==> config.mk <==
export PLATFORM = sky130hd
export DESIGN_NAME = led_pattern_seq
export DESIGN_NICKNAME = d
export VERILOG_FILES = /design/src/rtl/led_pattern_seq.sv
export SDC_FILE = /design/constraint.sdc
export NUM_CORES = 1
export LEC_CHECK = 0
export ABC_AREA = 1
export ABC_CLOCK_PERIOD_IN_PS = 3140
export CAP_MARGIN = 15
export CORE_MARGIN = 2
export CORE_UTILIZATION = 45
export DETAILED_ROUTE_END_ITERATION = 8
export PLACE_DENSITY = 0.65
export SYNTH_ARGS = -nofsm -noshare
export SYNTH_HDL_FRONTEND = slang
export SYNTH_SLANG_ARGS = --single-unit
==> constraint.sdc <==
create_clock -name CLOCK_50 -period 3.14 [get_ports CLOCK_50]
set_input_delay 0.628 -clock CLOCK_50 [delete_from_list [all_inputs] [get_ports CLOCK_50]]
set_output_delay 0.628 -clock CLOCK_50 [all_outputs]
set_load 0.01 [all_outputs]
==> src/rtl/led_pattern_seq.sv <==
`default_nettype none
// ============================================================================
// Module   : led_pattern_seq
// Purpose  : Four-pattern sequencer for the 8 green + 10 red board LEDs.
//            Built-in step prescaler, debounced mode pushbutton, pause switch.
// Revision : 1.0 - initial release
// ============================================================================
module led_pattern_seq #(
    parameter int TICK_DIV   = 50000000,
    parameter int DEB_CYCLES = 1000000
) (
    input  logic       CLOCK_50,
    input  logic       reset,
    input  logic       mode_btn,
    input  logic       pause,
    output logic [7:0] LEDG,
    output logic [9:0] LEDR,
    output logic [1:0] mode,
    output logic       step_tick
);

    localparam int c_PW = $clog2(TICK_DIV);
    localparam int c_DW = $clog2(DEB_CYCLES);
    localparam logic [c_PW-1:0] c_PRESC_MAX = c_PW'(TICK_DIV - 1);
    localparam logic [c_PW-1:0] c_PRESC_ONE = c_PW'(1);
    localparam logic [c_DW-1:0] c_DEB_MAX   = c_DW'(DEB_CYCLES - 1);
    localparam logic [c_DW-1:0] c_DEB_ONE   = c_DW'(1);
    localparam logic [4:0]      c_POS_MAX   = 5'd17;
    localparam logic [4:0]      c_FILL_MAX  = 5'd18;
    localparam logic [17:0]     c_V_ALT0    = {10'h3FF, 8'h00};

    typedef enum logic [1:0] {
        MODE_ALT    = 2'd0,
        MODE_CHASE  = 2'd1,
        MODE_BOUNCE = 2'd2,
        MODE_FILL   = 2'd3
    } mode_t;

    // Prescaler and button path
    logic [c_PW-1:0] r_presc;
    logic            r_sync1;
    logic            r_sync2;
    logic            r_deb;
    logic [c_DW-1:0] r_deb_cnt;

    // Pattern state and registered outputs
    mode_t           r_mode;
    logic            r_lighton;
    logic [4:0]      r_pos;
    logic            r_dir;        // 1 = moving up
    logic [4:0]      r_fill;
    logic [7:0]      r_ledg;
    logic [9:0]      r_ledr;
    logic            r_step_tick;

    // Combinational next-state terms
    logic            w_tick;
    logic            w_press;
    mode_t           w_mode_inc;
    logic [17:0]     w_init_v;
    logic            w_lighton_nxt;
    logic [4:0]      w_pos_nxt;
    logic            w_dir_nxt;
    logic [4:0]      w_fill_nxt;
    logic [17:0]     w_v_nxt;

    function automatic logic [17:0] f_onehot(input logic [4:0] p);
        return 18'd1 << p;
    endfunction

    function automatic logic [17:0] f_fillmask(input logic [4:0] f);
        logic [18:0] t;
        t = (19'd1 << f) - 19'd1;
        return t[17:0];
    endfunction

    // A step happens only at the end of a full, unpaused prescaler period
    assign w_tick = (r_presc == c_PRESC_MAX) && !pause;

    // Rising edge of the debounced level: accepted on the edge it is committed
    assign w_press = !r_deb && r_sync2 && (r_deb_cnt == c_DEB_MAX);

    assign w_mode_inc = mode_t'(r_mode + 2'd1);

    // Initial LED image of the mode being entered
    always_comb begin
        w_init_v = 18'd0;
        case (w_mode_inc)
            MODE_ALT:    w_init_v = c_V_ALT0;
            MODE_CHASE:  w_init_v = 18'd1;
            MODE_BOUNCE: w_init_v = 18'd1;
            MODE_FILL:   w_init_v = 18'd0;
            default:     w_init_v = 18'd0;
        endcase
    end

    // Next pattern state and LED image for one step of the current mode
    always_comb begin
        w_lighton_nxt = r_lighton;
        w_pos_nxt     = r_pos;
        w_dir_nxt     = r_dir;
        w_fill_nxt    = r_fill;
        w_v_nxt       = {r_ledr, r_ledg};
        case (r_mode)
            MODE_ALT: begin
                w_lighton_nxt = ~r_lighton;
                w_v_nxt       = {{10{r_lighton}}, {8{~r_lighton}}};
            end
            MODE_CHASE: begin
                w_pos_nxt = (r_pos == c_POS_MAX) ? 5'd0 : r_pos + 5'd1;
                w_v_nxt   = f_onehot(w_pos_nxt);
            end
            MODE_BOUNCE: begin
                // Reversal happens on the step after reaching an end, so each
                // end position is displayed for exactly one step
                if (r_dir) begin
                    if (r_pos == c_POS_MAX) begin
                        w_dir_nxt = 1'b0;
                        w_pos_nxt = r_pos - 5'd1;
                    end else begin
                        w_pos_nxt = r_pos + 5'd1;
                    end
                end else begin
                    if (r_pos == 5'd0) begin
                        w_dir_nxt = 1'b1;
                        w_pos_nxt = r_pos + 5'd1;
                    end else begin
                        w_pos_nxt = r_pos - 5'd1;
                    end
                end
                w_v_nxt = f_onehot(w_pos_nxt);
            end
            MODE_FILL: begin
                w_fill_nxt = (r_fill == c_FILL_MAX) ? 5'd0 : r_fill + 5'd1;
                w_v_nxt    = f_fillmask(w_fill_nxt);
            end
            default: begin
                w_v_nxt = {r_ledr, r_ledg};
            end
        endcase
    end

    // Step prescaler: restarts on a mode change, frozen while paused
    always_ff @(posedge CLOCK_50) begin
        if (reset) begin
            r_presc <= '0;
        end else if (w_press || w_tick) begin
            r_presc <= '0;
        end else if (!pause) begin
            r_presc <= r_presc + c_PRESC_ONE;
        end
    end

    // Button synchroniser and stable-level debouncer
    always_ff @(posedge CLOCK_50) begin
        if (reset) begin
            r_sync1   <= 1'b0;
            r_sync2   <= 1'b0;
            r_deb     <= 1'b0;
            r_deb_cnt <= '0;
        end else begin
            r_sync1 <= mode_btn;
            r_sync2 <= r_sync1;
            if (r_sync2 == r_deb) begin
                r_deb_cnt <= '0;
            end else if (r_deb_cnt == c_DEB_MAX) begin
                r_deb     <= r_sync2;
                r_deb_cnt <= '0;
            end else begin
                r_deb_cnt <= r_deb_cnt + c_DEB_ONE;
            end
        end
    end

    // Mode/pattern state machine; a mode change overrides a coincident tick
    always_ff @(posedge CLOCK_50) begin
        if (reset) begin
            r_mode      <= MODE_ALT;
            r_lighton   <= 1'b0;
            r_pos       <= 5'd0;
            r_dir       <= 1'b1;
            r_fill      <= 5'd0;
            r_ledg      <= c_V_ALT0[7:0];
            r_ledr      <= c_V_ALT0[17:8];
            r_step_tick <= 1'b0;
        end else if (w_press) begin
            r_mode      <= w_mode_inc;
            r_lighton   <= 1'b0;
            r_pos       <= 5'd0;
            r_dir       <= 1'b1;
            r_fill      <= 5'd0;
            r_ledg      <= w_init_v[7:0];
            r_ledr      <= w_init_v[17:8];
            r_step_tick <= 1'b0;
        end else if (w_tick) begin
            r_lighton   <= w_lighton_nxt;
            r_pos       <= w_pos_nxt;
            r_dir       <= w_dir_nxt;
            r_fill      <= w_fill_nxt;
            r_ledg      <= w_v_nxt[7:0];
            r_ledr      <= w_v_nxt[17:8];
            r_step_tick <= 1'b1;
        end else begin
            r_step_tick <= 1'b0;
        end
    end

    assign LEDG      = r_ledg;
    assign LEDR      = r_ledr;
    assign mode      = r_mode;
    assign step_tick = r_step_tick;

endmodule
`default_nettype wire

==> run metrics <==
largest area contributor in the netlist=dfxtp_1; count of different cell masters after synthesis=48; fraction of layout cells with a size suffix above 1=0.08353; Leak=0.002565 uW; Die H=112.6 um; number of CTS-inserted buffers=9; most frequent cells in the layout=232 x nand2_1, 104 x nor2_1, 99 x inv_1; Post-synth EDFFs=0; Async SR Flop Fraction=0; multiplexer share of the synthesized area=0; Seq. cell area=roughly 1600 sq um; share of the synthesized area in the top cell type=0.3095; post-synthesis adder-cell area fraction=0.03539; Placed Instance Area=5677 sq um; die area=12670 sq um; clk root buf=clkbuf_16; Worst setup EP type=flop; clock slew at reported path FFs=0.06 ns; PortBufs=24; hold-fix buffers at CTS=0; CP peak stage delay=~0.36 ns; CTS tree=done; Antenna Nets Post-Route=0; max-cap violations=0; status=completed; area of the multi-input gates=3187 sq um; post-cts gate resize count=0; Fin. Hold Viols=0; first-pass GRT wire length=21.51 mm; DRT iter0 DRCs=between 300 and 400; post-route cell area=approximately 6000 sq um; n_diodes=0; Post-Syn Area=5304 sq um; sequential area share after synthesis=0.3095; Simple-Gate Fraction of Synth Area=0.4251; largest family of logic cells by synthesized area=simple AND/OR/NAND/NOR gates; Worst Path Arrival=2.85 ns; Synth Area in Compound Gates=0.09743; pin count of the biggest net entering global routing=25; final WL=12.29 mm; xor/xnor share of the synthesized area=0.04293; Clock Path Buffers=2; worst-path fanout max=5; worst IR drop on VDD=0.0002921 V; commonest non-fill, non-tap cell in the layout=nand2_1; RSZ-0062 raised after global routing=no; Worst slew margin=0.5973; worst skew pair latency=0.35 ns; Sink Count=82; WL per Instance=12.38 um; Starting Density=0.4625; die width=112.6 um; Crit-path slowest cell=dfxtp_1; PD cells=359.0 nW/um^2; Final Skew=between 0.005 and 0.006 ns; ranking of synthesized cells by area=dfxtp_1 31%, nand2_1 16%, nor2_1 7.4%; Synth warnings=0; number of post-CTS setup repair buffers=0; FILL cells=approximately 1100; core box area=between 10000 and 15000 sq um; gp weighted congestion=approximately 0.9; maximum clock frequency=391.3 MHz; Detail Placement HPWL=between 9 and 10 mm; Overflow after GRT=0; total track usage=0.2051; setup TNS=0 ns; Slew @ Worst Pin=slightly above 0.6 ns; Post-Route Utilization=0.5215; Slew Limit Fails=0; startpoint class of the critical path=flop; CP dominant cell by count=nand2_1; io pins=25; Layout area overhead=12.76%; via-per-instance ratio=5.132; Final period util=0.8139; CP required=3.43 ns; vias in the first global route=between 4000 and 5000; WS Path Type=reg -> reg; vias=5096; H-tree levels=3; min Tclk post-route=between 2 and 3 ns; Mean Syn Cell Area=6.492 sq um; Synth Flop Type=dfxtp_1; critical path, cell by cell=inv_1 -> ha_1 -> inv_1 -> nor2_1 -> inv_1 -> o21ai_2 -> inv_1 -> nor3_1 -> nand2_1 -> nand2_1 -> nand2_1 -> nand2_1 -> nand2_1 -> nand2_1; Hold WC Path Type=reg -> reg; initial antenna violation count=0; row cnt=39; DR pass1 iterations=5; final setup fails=0; Yosys reg bits=82; DRC violations left=0; Gate Count Post-Synth=817; syn nets=836; nets@finish=between 800 and 900
## cells by family after synthesis
family                     after synthesis
xor gates and xnor gates                26
DFF                                     82
buffers and inverters                  118
and+or+nand+nor                        489
adders and majority gates               15
AOI/OAI and AO/OA                       87
## cell type report
cell class | count | area share
clock buffers | 10 | 0.03996
well taps | 143 | 0.02992
multi-input cells | 617 | 0.5328
flip-flops and latches | 82 | 0.2745
clock inverters | 6 | 0.01088
repair buffers | 26 | 0.04268
inverters | 109 | 0.06925
## routing by layer
metal | routed length, um | global-route usage | vias to the layer above
met5 | 0 | 0 | -
met4 | 385 | 0.09675 | 0
met3 | 480 | 0.04320 | 30
met2 | 5654 | 0.3369 | 107
met1 | 5769 | 0.2569 | 2287
li1 | - | - | 2672
## power by group
group          total, uW  internal, uW  switching (uW)
Combinational       34.5          10.4            24.1
Clock               1070           638             428
Sequential          1050          1040            2.46
## critical path, delay by kind of cell, from the launching register on
| kind | cells | cell delay [ns] |
|---|---|---|
| AND/OR/NAND/NOR | 8 | 1.02 |
| flip-flops | 1 | 0.36 |
| AO/OA/AOI/OAI | 1 | 0.32 |
| adder cells (fa/ha/maj) | 1 | 0.24 |
| buffers and inverters | 4 | 0.56 |
## through the flow
stage          power [uW]  hold WS [ns]  instances  setup slack, ns
6_report             2147        0.4052        993           0.5844
5_1_grt              2224        0.4092        993           0.2519
4_1_cts              2175        0.4039        993           0.5933
3_5_place_dp         1105        0.3952        977           0.4332
3_3_place_gp         1103        0.3889        977           0.4989
2_1_floorplan        1092        0.3883        817           0.8530
## cells in the mapped netlist, types with 2 or more instances
cell type,instances
inv_2,7
xor2_1,23
o21ai_2,3
a22o_1,3
nand2_4,6
o21a_1,3
o21ai_0,23
nand4_1,18
nor2_2,12
buf_6,2
or2_2,2
nor2_1,104
ha_1,15
a211oi_1,2
nor4_1,5
o211ai_1,2
nor2_4,7
a21oi_1,35
nand2_2,4
nand3_4,3
dfxtp_1,82
clkbuf_1,2
o21bai_1,3
nor3b_1,5
nand2_1,232
nor3_1,21
o21ai_1,6
buf_4,3
nand3_1,62
clkinv_1,2
nor3_2,2
nand3_2,2
inv_1,99
xnor2_1,3
## state kept, by name (all words and copies together) (netlist names)
name,cells
mode,2
r_sync2,1
r_sync1,1
r_dir,1
r_fill,5
r_pos,5
r_deb,1
r_deb_cnt,20
step_tick,1
r_lighton,1
r_presc,26
LEDG,8
LEDR,10
## worst paths after layout
kind,start,end,slack [ns],depth (start not counted)
setup / recovery,mode[0]$_SDFFE_PP0P_,LEDR[9]$_SDFFE_PP1P_,0.58,14
hold / removal,r_sync1$_SDFF_PP0_,r_sync2$_SDFF_PP0_,0.41,2
setup reg to reg,mode[0]$_SDFFE_PP0P_,LEDR[9]$_SDFFE_PP1P_,0.58,14
hold reg to reg,r_sync1$_SDFF_PP0_,r_sync2$_SDFF_PP0_,0.41,2
Note: power is estimated with default switching activity, not from simulation.
